<file path="src/rtl/led_fade_driver_pkg.sv">
// Shared definitions for the LED fade output stage: FSM states, colour codes
// and the colour-to-RGB-enable mapping.
package led_fade_driver_pkg;

  typedef enum logic [1:0] {
    ST_IDLE     = 2'd0,
    ST_FADE_OUT = 2'd1,
    ST_LOAD     = 2'd2,
    ST_FADE_IN  = 2'd3
  } state_e;

  localparam logic [1:0] COL_WHITE = 2'd0;
  localparam logic [1:0] COL_RED   = 2'd1;
  localparam logic [1:0] COL_GREEN = 2'd2;
  localparam logic [1:0] COL_BLUE  = 2'd3;

  // Returns {en_r, en_g, en_b} for a colour code.
  function automatic logic [2:0] color_enables(input logic [1:0] color);
    case (color)
      COL_RED:   color_enables = 3'b100;
      COL_GREEN: color_enables = 3'b010;
      COL_BLUE:  color_enables = 3'b001;
      default:   color_enables = 3'b111;
    endcase
  endfunction

endpackage

</file>
<file path="src/rtl/led_fade_driver_pwm_tick.sv">
// Free-running 8-bit PWM counter plus the ramp prescaler that paces fades.
module led_pwm_tick #(
  parameter int unsigned RAMP_DIV = 390625
) (
  input  logic       clk0,
  input  logic       rst,
  output logic [7:0] pwm_cnt_o,
  output logic       tick_o
);

  localparam int unsigned RW = $clog2(RAMP_DIV);
  localparam logic [RW-1:0] RAMP_LAST = RW'(RAMP_DIV - 1);

  logic [7:0]    pwm_cnt_q;
  logic [RW-1:0] ramp_cnt_q;

  assign tick_o    = (ramp_cnt_q == RAMP_LAST);
  assign pwm_cnt_o = pwm_cnt_q;

  // NOTE: sequential state uses non-blocking (<=) so every flop samples pre-edge values.
  always_ff @(posedge clk0) begin
    if (!rst) begin
      pwm_cnt_q  <= '0;
      ramp_cnt_q <= '0;
    end else begin
      pwm_cnt_q  <= pwm_cnt_q + 8'd1;
      ramp_cnt_q <= tick_o ? '0 : ramp_cnt_q + 1'b1;
    end
  end

endmodule

</file>
<file path="src/rtl/led_fade_driver.sv">
// LED output stage: accepts pattern/colour updates, fades the display out,
// swaps in the new pattern and colour, then fades back in under PWM control.
module led_fade_driver
  import led_fade_driver_pkg::*;
#(
  parameter int unsigned RAMP_DIV  = 390625,
  parameter int unsigned STEP      = 1,
  parameter int unsigned MAX_LEVEL = 255
) (
  input  logic       clk0,
  input  logic       rst,
  input  logic       in_valid,
  output logic       in_ready,
  input  logic [7:0] in_pattern,
  input  logic [1:0] in_color,
  output logic [7:0] leds,
  output logic       rgb_r,
  output logic       rgb_g,
  output logic       rgb_b,
  output logic       busy
);

  localparam logic [7:0] STEP_L = 8'(STEP);
  localparam logic [7:0] MAX_L  = 8'(MAX_LEVEL);

  state_e     state_q, state_d;
  logic [7:0] level_q, level_d;
  logic [7:0] pend_pat_q, act_pat_q;
  logic [1:0] pend_col_q, act_col_q;
  logic [7:0] leds_q;
  logic [2:0] rgb_q;
  logic [7:0] pwm_cnt;
  logic       tick;
  logic       pwm_on;
  logic       xfer;

  led_pwm_tick #(.RAMP_DIV(RAMP_DIV)) u_pwm_tick (
    .clk0      (clk0),
    .rst       (rst),
    .pwm_cnt_o (pwm_cnt),
    .tick_o    (tick)
  );

  assign pwm_on = (pwm_cnt < level_q);
  assign xfer   = in_valid && in_ready;

  always_ff @(posedge clk0) begin
    if (!rst) begin
      state_q <= ST_IDLE;
      level_q <= '0;
    end else begin
      state_q <= state_d;
      level_q <= level_d;
    end
  end

  // Level only moves on ramp ticks and saturates at 0 / MAX_LEVEL.
  always_comb begin
    // NOTE: defaults first so every path assigns; otherwise always_comb infers latches.
    state_d = state_q;
    level_d = level_q;
    case (state_q)
      ST_IDLE: if (in_valid) state_d = ST_FADE_OUT;
      ST_FADE_OUT: begin
        if (level_q == 8'd0) state_d = ST_LOAD;
        else if (tick)       level_d = (level_q > STEP_L) ? level_q - STEP_L : 8'd0;
      end
      ST_LOAD: state_d = ST_FADE_IN;
      ST_FADE_IN: begin
        if (level_q == MAX_L) state_d = ST_IDLE;
        else if (tick)        level_d = (MAX_L - level_q > STEP_L) ? level_q + STEP_L : MAX_L;
      end
      default: state_d = ST_IDLE;
    endcase
  end

  always_comb begin
    in_ready = (state_q == ST_IDLE);
    busy     = (state_q != ST_IDLE);
  end

  always_ff @(posedge clk0) begin
    if (!rst) begin
      pend_pat_q <= '0;
      pend_col_q <= COL_WHITE;
      act_pat_q  <= '0;
      act_col_q  <= COL_WHITE;
      leds_q     <= '0;
      rgb_q      <= 3'b111;
    end else begin
      if (xfer) begin
        pend_pat_q <= in_pattern;
        pend_col_q <= in_color;
      end
      if (state_q == ST_LOAD) begin
        act_pat_q <= pend_pat_q;
        act_col_q <= pend_col_q;
      end
      leds_q <= act_pat_q & {8{pwm_on}};
      rgb_q  <= ~(color_enables(act_col_q) & {3{pwm_on}});
    end
  end

  assign leds  = leds_q;
  assign rgb_r = rgb_q[2];
  assign rgb_g = rgb_q[1];
  assign rgb_b = rgb_q[0];

endmodule

</file>
<file path="config.mk">
export PLATFORM = sky130hd
export DESIGN_NAME = led_fade_driver
export DESIGN_NICKNAME = d
export VERILOG_FILES = /design/src/rtl/led_fade_driver_pkg.sv /design/src/rtl/led_fade_driver_pwm_tick.sv /design/src/rtl/led_fade_driver.sv
export SDC_FILE = /design/constraint.sdc
export NUM_CORES = 1
export LEC_CHECK = 0
export CORE_ASPECT_RATIO = 1.5
export CORE_MARGIN = 2
export CORE_UTILIZATION = 50
export DETAILED_ROUTE_END_ITERATION = 10
export PLACE_DENSITY = 0.78
export SYNTH_ARGS = -nofsm -noshare
export SYNTH_HDL_FRONTEND = slang
export SYNTH_HIERARCHICAL = 1
export SYNTH_SLANG_ARGS = --single-unit
</file>
<file path="constraint.sdc">
create_clock -name clk0 -period 2.5 [get_ports clk0]
set_input_delay 0.5 -clock clk0 [delete_from_list [all_inputs] [get_ports clk0]]
set_output_delay 0.5 -clock clk0 [all_outputs]
set_load 0.05 [all_outputs]
</file>
# == After elaboration in Yosys (flattened, before gate mapping) ==
# Index checks and enable logic that the tools add are counted.
# word_totals
register_bits,68
# classes
addsub,5
order_cmp,3
n_eq_ne,15
n_mux,13
bitwise,4
n_reduce_logical,8
# op_table
cell,count
$mux 8,6
$add 19x1->19 const B,1
$eq 19x19->1 const B,1
$add 8x1->8 const B,2
$gt 8x1->1 const B,2
$pmux 8 s2,1
$ne 2x2->1 const B,5
$pmux 3 s3,1
$and 8x8->8,1
$eq 2x2->1 const B,4
$eq 8x8->1 const B,1
$logic_not 8->1,1
$lt 8x8->1,1
$pmux 2 s4,1
$sub 8x1->8 const B,1
$sub 8x8->8 const A,1
$mux 2,3
$reduce_and 5->1,1
$eq 2x1->1 const B,2
$ne 2x1->1 const B,2
$reduce_bool 2->1,2
$and 3x3->3,1
$mux 3,1
$not 3->3,1
other kinds (5),5

# == Depth between registers and ports, before layout ==
# Gate-level depths: netlist of the first run.
# depth
depth_word,6
mapped_depth,9
mapped_depth_nobuf,8

# == Modules after synthesis ==
# Netlist of the first run, hierarchy kept.
# by_module_without_submodules
module,n_inst,cells_per_inst,area_each_um2,seq_area_each_um2
led_fade_driver,1,250,2127.0,820.8
led_pwm_tick,1,134,1189.9,540.5

# == Worst setup path after synthesis of the first run ==
# OpenSTA, ideal clock, no wires.
# synth_timing
kind,register to register
startpoint,reg state_q[0]
endpoint,reg pend_col_q[0]
setup_ps,70
arrival_ps,1953
t_required_ps,2430
path_slack_ps,476
path_stages_with_launch,7
synth_period_minus_slack_ps,2024
path_cell_list,dfxtp_1 -> inv_1 -> ha_1 -> inv_1 -> nor2_1 -> nand2_1 -> a21oi_1
# synth_via
elab_chain_cells,2
# synth_lines
item,line_no,rtl
"start, declared",led_fade_driver.sv:26,"state_e state_q, state_d;"
"start signal, assigned",led_fade_driver.sv:52,state_q <= state_d;
$logic_not 2->1,led_fade_driver.sv:78,in_ready = (state_q == ST_IDLE);
via in_ready,led_fade_driver.sv:13,"output logic in_ready,"
$logic_and 1x1->1,led_fade_driver.sv:45,assign xfer = in_valid && in_ready;
"end signal, assigned",led_fade_driver.sv:93,pend_col_q <= in_color;
"end, declared",led_fade_driver.sv:29,"logic [1:0] pend_col_q, act_col_q;"
# The timed path passes the listed nets, and every way through them passes these cells.
# A chain may end at the register's enable or synchronous reset.

# == Worst setup path after layout of the first run ==
# layout_timing
startpoint,reg state_q[0]
endpoint,out in_ready
# layout_via
elab_chain_cells,1
# layout_lines
item,line_no
$logic_not 2->1,led_fade_driver.sv:78
"end, declared",led_fade_driver.sv:13
# Every way passes these cells.

==> run summary, run 1 <==
====================================================================================
Final estimated routing congestion in global placement                         0.833
Min cycle time layout                                                        2.34 ns
Total setup buffers inserted after CTS                                             0
Post-route clock period utilization                                            93.5%
Detailed Route Iter0 Violations                                                  137
Primary flip-flop cell chosen by synthesis mapping                      sky130_fd_sc_hd__dfxtp_1
Reg power frac                                                                 46.0%
CTS tree                                                                       built
Biggest fanout along the worst timing path                                         5
Slew at the pin closest to its max-slew limit                                1.16 ns
Result of the run                                                          completed
GR Util All Layers                                                             19.8%
Combinational Power Share                                                      16.8%
Static power due to leakage                                                  1.43 nW
Max cap viols                                                                      0
Total clock sinks                                                                 68
Site row count                                                                    36
Number of hold-slack violations in the final timing report                         0
Highest ir drop seen on vdd                                                 0.339 mV
Max Freq                                                                     428 MHz
Final setup vio count                                                              0
Setup skew after layout                                                   0.00787 ns
Leading post-synthesis cells by cell area                               sky130_fd_sc_hd__dfxtp_1 (41%), sky130_fd_sc_hd__ha_1 (8.7%), sky130_fd_sc_hd__nor2_1 (5.4%), sky130_fd_sc_hd__a21oi_1 (4.5%), sky130_fd_sc_hd__xnor2_1 (4.0%)
Non-Filler Cell Area, Final                                                 3870 um2
Share of flip-flops with an asynchronous set or reset after synthesis             0%
Post-layout net count                                                            451
Power per Cell Area                                                       672 nW/um2
Flops & latches, synth                                                            68
Vias in the first global route                                                 2,677
Path type of the worst min-delay path                                        reg2reg
Clock transition at the registers of the reported paths                      0.07 ns
Slew headroom                                                                  22.1%
Synthesized instance count                                                       384
Share of the synthesized area in the top cell type                             41.0%
RSZ-0062 raised after global routing                                           false
Worst Setup Start Kind                                                          flop
Overall die area                                                            7310 um2
Setup crit end kind                                                       output pin
Port Buffers                                                                      25
Number of warnings reported in the yosys synthesis log                             6
Y dimension of the die                                                        104 um
Floorplan die width                                                          70.5 um
Sequential element share of the synthesized area                               41.0%
Post-synthesis cell area                                                    3320 um2
Placed wire-length estimate after detailed placement                         5.05 mm
Net Count, Synth                                                                 420
Antenna violations before repair                                                   0
Number of primary I/O pins                                                        26
Post-Synthesis Mean Instance Area                                           8.64 um2
Detailed-route wire length                                                   6.80 mm
Required time at the worst-slack endpoint                                    2.00 ns
Global-route wire length before repair                                       11.7 mm
Clock Tree Buf Depth                                                               2
Total number of H-tree levels                                                      3
Cell area after placement                                                   3650 um2
Most area-hungry cell type in the Yosys netlist                         sky130_fd_sc_hd__dfxtp_1
Initial cell density of the core                                               51.5%
Tightest hold margin                                                        0.445 ns
Final sum of negative setup slack                                               0 ns
Switching Power                                                             0.727 mW
Number of diodes added for antenna fixing                                          0
Floorplan Core Area                                                         6440 um2
Proportion of total power due to net switching                                 27.9%
Routed via count                                                               2,791
Leading post-synthesis cells by instance count                          sky130_fd_sc_hd__dfxtp_1 (68), sky130_fd_sc_hd__nor2_1 (48), sky130_fd_sc_hd__nand2_1 (34)
Pint                                                                         1.88 mW
DRC violation count after routing                                                  0
Number of enable-type register cells in the synthesized netlist                    0
CTS buffer count                                                                   9
Area delta synth->final                                                        16.7%
Clock network fraction of design power                                         37.3%
CTS root buffer                                                         sky130_fd_sc_hd__clkbuf_8
Number of distinct library cells after synthesis                                  48
Final-report max-slew violation count                                              0
Per-cell via count in the routed design                                         5.64
Pin count of the biggest net entering global routing                              22
Antenna Violating Nets Remaining                                                   0
Post-DR wirelength/cell                                                      13.7 um
Length of the first detailed-routing pass in iterations                            4
Arrival time at the worst endpoint                                           1.84 ns
Proportion of layout cells with a drive suffix above 1                         7.64%
Most common cell in the netlist                                         sky130_fd_sc_hd__dfxtp_1
Setup Crit Path Kind                                                         reg2out
Clock Latency Late Sink                                                      0.35 ns
Total congestion overflow after global routing                                     0
====================================================================================
[worst paths after layout]
| path | from | slack (ns) | endpoint | cells after the start |
|---|---|---|---|---|
| max reg2reg | level_q[0]$_SDFFE_PN0P_ | 0.28 | level_q[4]$_SDFFE_PN0P_ | 6 |
| min | act_pat_q[6]$_SDFFE_PN0P_ | 0.44 | leds[6]$_SDFF_PN0_ | 2 |
| max | state_q[0]$_SDFFE_PN0P_ | 0.16 | in_ready | 3 |
| min reg2reg | act_pat_q[6]$_SDFFE_PN0P_ | 0.44 | leds[6]$_SDFF_PN0_ | 2 |
[sequential cells by signal (all words and copies together) (netlist names)]
register               cells
act_pat_q                  8
act_col_q                  2
pend_pat_q                 8
u_pwm_tick/pwm_cnt_o       8
pend_col_q                 2
leds                       8
level_q                    8
rgb_q                      3
u_pwm_tick/ramp_cnt_q     19
state_q                    2
[cell type report]
cell class                      instances  area [um2]
Sequential cell                        68        1360
Timing Repair Buffer                   33         313
Multi-Input combinational cell        281        1810
Clock buffer                            9         124
Inverter                               22        82.6
Clock inverter                          6        90.1
Fill cell                             600        2570
Tap cell                               76        95.1
[repair_timing]
action | 4_1_cts | 5_1_grt
resized for setup | 0 | 1
endpoints found under the setup margin | 0 | 1
hold buffers | 0 | 0
[metrics by stage]
| stage | util (%) | setup slack [ns] | cells | total power [mW] |
|---|---|---|---|---|
| floorplan | - | 0.476 | 384 | 1.52 |
| global placement | 56.7 | 0.449 | 480 | 1.65 |
| detailed placement | 56.7 | 0.378 | 480 | 1.66 |
| CTS | 60.1 | 0.0256 | 495 | 2.63 |
| global route | 60.1 | 0.0595 | 495 | 2.72 |
| finish | 60.1 | 0.163 | 495 | 2.60 |
[routing by layer]
layer	vias up	track usage, %	part of all wire [%]	wire [um]
met5	-	0	0	0
li1	1406	-	-	-
met4	0	11.0	3.3	223
met3	20	4.18	3.9	262
met2	64	36.5	53	3630
met1	1301	20.0	39	2680
[power groups by stage]
stage / combinational [mW] / clock (mW) / sequential [mW]
CTS: 0.443 / 0.991 / 1.20
finish: 0.436 / 0.970 / 1.20
floorplan: 0.292 / 0 / 1.23
global route: 0.481 / 1.04 / 1.20
global placement: 0.430 / 0 / 1.22
detailed placement: 0.441 / 0 / 1.22
[kinds of logic after synthesis]
kind of cell,after synthesis,share of synthesized area [%]
simple gates,153,23.2
compound gates,71,13.1
flops,68,41.0
buf+inv,35,4.53
fa+ha+maj,23,8.68
xor+xnor,22,5.81
mux,12,3.62
[worst max-delay path: stages, from the launching register on]
cell and delay [ns]:
sky130_fd_sc_hd__dfxtp_1 0.34, sky130_fd_sc_hd__inv_1 0.09, sky130_fd_sc_hd__ha_1 0.23, sky130_fd_sc_hd__clkdlybuf4s50_1 0.83
[placed cells by master, fill, tap and decap left out, types with 8 or more instances in the layout]
cell type | Yosys | final
sky130_fd_sc_hd__dfxtp_1 | 68 | 68
sky130_fd_sc_hd__nand3_1 | 22 | 22
sky130_fd_sc_hd__ha_1 | 23 | 23
sky130_fd_sc_hd__nor3_1 | 8 | 8
sky130_fd_sc_hd__a21oi_1 | 30 | 30
sky130_fd_sc_hd__mux2i_1 | 12 | 12
sky130_fd_sc_hd__nand4_1 | 10 | 10
sky130_fd_sc_hd__nand2_1 | 34 | 34
sky130_fd_sc_hd__o21ai_0 | 10 | 10
sky130_fd_sc_hd__nor2_1 | 48 | 48
sky130_fd_sc_hd__xnor2_1 | 15 | 15
sky130_fd_sc_hd__buf_4 | 0 | 8
sky130_fd_sc_hd__clkbuf_8 | 0 | 9
sky130_fd_sc_hd__clkdlybuf4s50_1 | 0 | 24
sky130_fd_sc_hd__inv_1 | 22 | 22
Power figures use the tool's default switching activity.
==> inputs of run 2 (changes only) <==
HOLD_SLACK_MARGIN = 0.08   (was not set)
==> results of run 2 <==
No change in the layout: final DEF, timing and power equal those of run 1.
==> inputs of run 3 (changes only) <==
SLEW_MARGIN = 15   (was not set)
==> run 3 against run 2 <==
- combinational power barely moved
- register-to-register slack about the same
- cell count unchanged
- via count grew 0.21%
- final area about the same
- maximum frequency is 0.14% lower
- clock-buffer cell count did not move
- sequential power hardly changed
- non-clock buffer count is the same
- critical path type unchanged
- largest power group unchanged
- highest routed layer unchanged
==> run summary, run 3 (same netlist as run 1, synthesis figures left out) <==
=========================================================================
Overall die area                                                 7310 um2   unchanged
Result of the run                                               completed
Final estimated routing congestion in global placement              0.833   unchanged
Endpoint with the worst hold slack                           leds[6]$_SDFF_PN0_
Per-cell via count in the routed design                              5.65   +0.21%
Clock transition at the registers of the reported paths           0.07 ns   about the same
Setup crit end kind                                            output pin
Count of hold buffers inserted by post-cts repair                       0   unchanged
Post-DR wirelength/cell                                           13.8 um   +0.54%
Arrival time at the worst endpoint                                1.84 ns   about the same
Floorplan Core Area                                              6440 um2   unchanged
Number of hold-slack violations in the final timing report              0   unchanged
Detailed Route Iter0 Violations                                       136   -0.73%
Clock Latency Late Sink                                           0.35 ns   about the same
Static power due to leakage                                       1.44 nW   about the same
Initial cell density of the core                                    51.5%   unchanged
Required time at the worst-slack endpoint                         2.00 ns   about the same
Length of the first detailed-routing pass in iterations                 4   unchanged
Worst r2r dst                                                level_q[4]$_SDFFE_PN0P_
Number of flip-flops in the largest register                           19   unchanged
Final sum of negative setup slack                                    0 ns   unchanged
Total congestion overflow after global routing                          0   unchanged
CTS root buffer                                              sky130_fd_sc_hd__clkbuf_8
Instance count after placement with tap cells included                480   unchanged
Final cell count without fillers                                      495   unchanged
Final setup vio count                                                   0   unchanged
Startpoint of the most critical register-to-register path    level_q[0]$_SDFFE_PN0P_
RSZ-0062 raised after global routing                                false
Total clock sinks                                                      68   unchanged
Area delta synth->final                                             16.8%   about the same
CTS buffer count                                                        9   unchanged
Site row count                                                         36   unchanged
Y dimension of the die                                             104 um   unchanged
R2R cell count                                                          6   unchanged
Global-route wire length before repair                            11.7 mm   unchanged
Hold Path Cell Cnt                                                      2   unchanged
CTS tree                                                            built
Slew at the pin closest to its max-slew limit                    0.688 ns   -0.473 ns
Hold path start                                              act_pat_q[6]$_SDFFE_PN0P_
Total number of H-tree levels                                           3   unchanged
Highest ir drop seen on vdd                                      0.339 mV   about the same
Floorplan die width                                               70.5 um   unchanged
Path type of the worst min-delay path                             reg2reg
Detailed-route wire length                                        6.84 mm   +0.54%
Setup Crit Path Kind                                              reg2out
Final-report max-slew violation count                                   0   unchanged
Min cycle time layout                                             2.34 ns   +0.00319 ns
Proportion of layout cells with a drive suffix above 1              7.88%   +0.24 points
Leading cell type in the layout, fill and taps excluded      sky130_fd_sc_hd__dfxtp_1
Placed wire-length estimate after detailed placement              5.05 mm   unchanged
Finished Core Util                                                  60.2%   about the same
Non-Filler Cell Area, Final                                      3870 um2   about the same
Antenna violations before repair                                        0   unchanged
Biggest fanout along the worst timing path                              5   unchanged
Post-layout net count                                                 451   unchanged
DRC violation count after routing                                       0   unchanged
Cell area after placement                                        3650 um2   unchanged
Antenna Violating Nets Remaining                                        0   unchanged
Port Buffers                                                           25   unchanged
GR Util All Layers                                                  19.8%   unchanged
Number of primary I/O pins                                             26   unchanged
R2r setup slk                                                     0.28 ns   about the same
Post-route clock period utilization                                 93.6%   +0.13 points
Slew headroom                                                       54.2%   +32 points
Max Freq                                                          427 MHz   -0.14%
Power consumption                                                 2.60 mW   about the same
Largest Register                                             u_pwm_tick/ramp_cnt_q
Number of diodes added for antenna fixing                               0   unchanged
Leading cell types in the layout, fill and taps excluded     sky130_fd_sc_hd__dfxtp_1 (68), sky130_fd_sc_hd__nor2_1 (48), sky130_fd_sc_hd__nand2_1 (34), sky130_fd_sc_hd__a21oi_1 (30), sky130_fd_sc_hd__clkdlybuf4s50_1 (24)
Routed via count                                                    2,797   +0.21%
Worst Setup Start Kind                                               flop
Max cap viols                                                           0   unchanged
Clock Tree Buf Depth                                                    2   unchanged
Vias in the first global route                                      2,677   unchanged
Layout fillers                                                        598   -0.33%
Power per Cell Area                                            672 nW/um2   about the same
Pin count of the biggest net entering global routing                   22   unchanged
Setup skew after layout                                        0.00787 ns   +0.00000441 ns
=========================================================================
==> run 3: per-layer routing <==
layer	part of all wire, %	vias to the layer above	GRT usage (%)
met4	2.4	0	11.0
met5	0	-	0
met3	4.6	14	4.18
met2	54	68	36.5
li1	-	1408	-
met1	39	1307	20.0
==> run 3: layout make-up <==
| type | instances | area [um2] | area share, % |
|---|---|---|---|
| Timing Repair Buffer | 33 | 313 | 8.07 |
| Clock inverter | 6 | 90.1 | 2.32 |
| Tap cell | 76 | 95.1 | 2.45 |
| Sequential cell | 68 | 1360 | 35.1 |
| Inverter | 22 | 82.6 | 2.13 |
| Clock buffer | 9 | 124 | 3.20 |
| Multi-Input combinational cell | 281 | 1810 | 46.7 |
==> run 3: power by group <==
part	leakage (nW)	total (mW)	internal (mW)	switching, mW
logic	0.779	0.437	0.168	0.268
registers	0.552	1.20	1.15	0.0460
clock network	0.105	0.970	0.557	0.414
==> run 3: how the worst max path moves through the flow <==
stage,to,depth (start not counted),start,slack [ns]
after CTS,busy,4,state_q[0]$_SDFFE_PN0P_,0.03
after floorplan,pend_col_q[0]$_SDFFE_PN0P_,6,state_q[0]$_SDFFE_PN0P_,0.48
after global routing,in_ready,3,state_q[0]$_SDFFE_PN0P_,0.06
final,in_ready,3,state_q[0]$_SDFFE_PN0P_,0.16
after detailed placement,level_q[4]$_SDFFE_PN0P_,6,level_q[0]$_SDFFE_PN0P_,0.38
after global placement,level_q[4]$_SDFFE_PN0P_,6,level_q[0]$_SDFFE_PN0P_,0.45
==> run 3: timing repair <==
| item | CTS | global route |
|---|---|---|
| gates resized for setup | 0 | 1 |
| endpoints found under the setup margin | 0 | 1 |
| buffers inserted | 0 | 0 |
==> run 3: critical path, stage by stage, from the launching register on <==
cell and delay, ns:
sky130_fd_sc_hd__dfxtp_1 0.34, sky130_fd_sc_hd__inv_1 0.09, sky130_fd_sc_hd__ha_1 0.23, sky130_fd_sc_hd__clkdlybuf4s50_1 0.83
==> run 3: stage by stage <==
step,worst slack (ns),hold slack [ns]
after floorplan,0.476,0.424
after CTS,0.0256,0.446
final,0.160,0.445
after global placement,0.449,0.432
after global routing,0.0595,0.467
after detailed placement,0.378,0.436
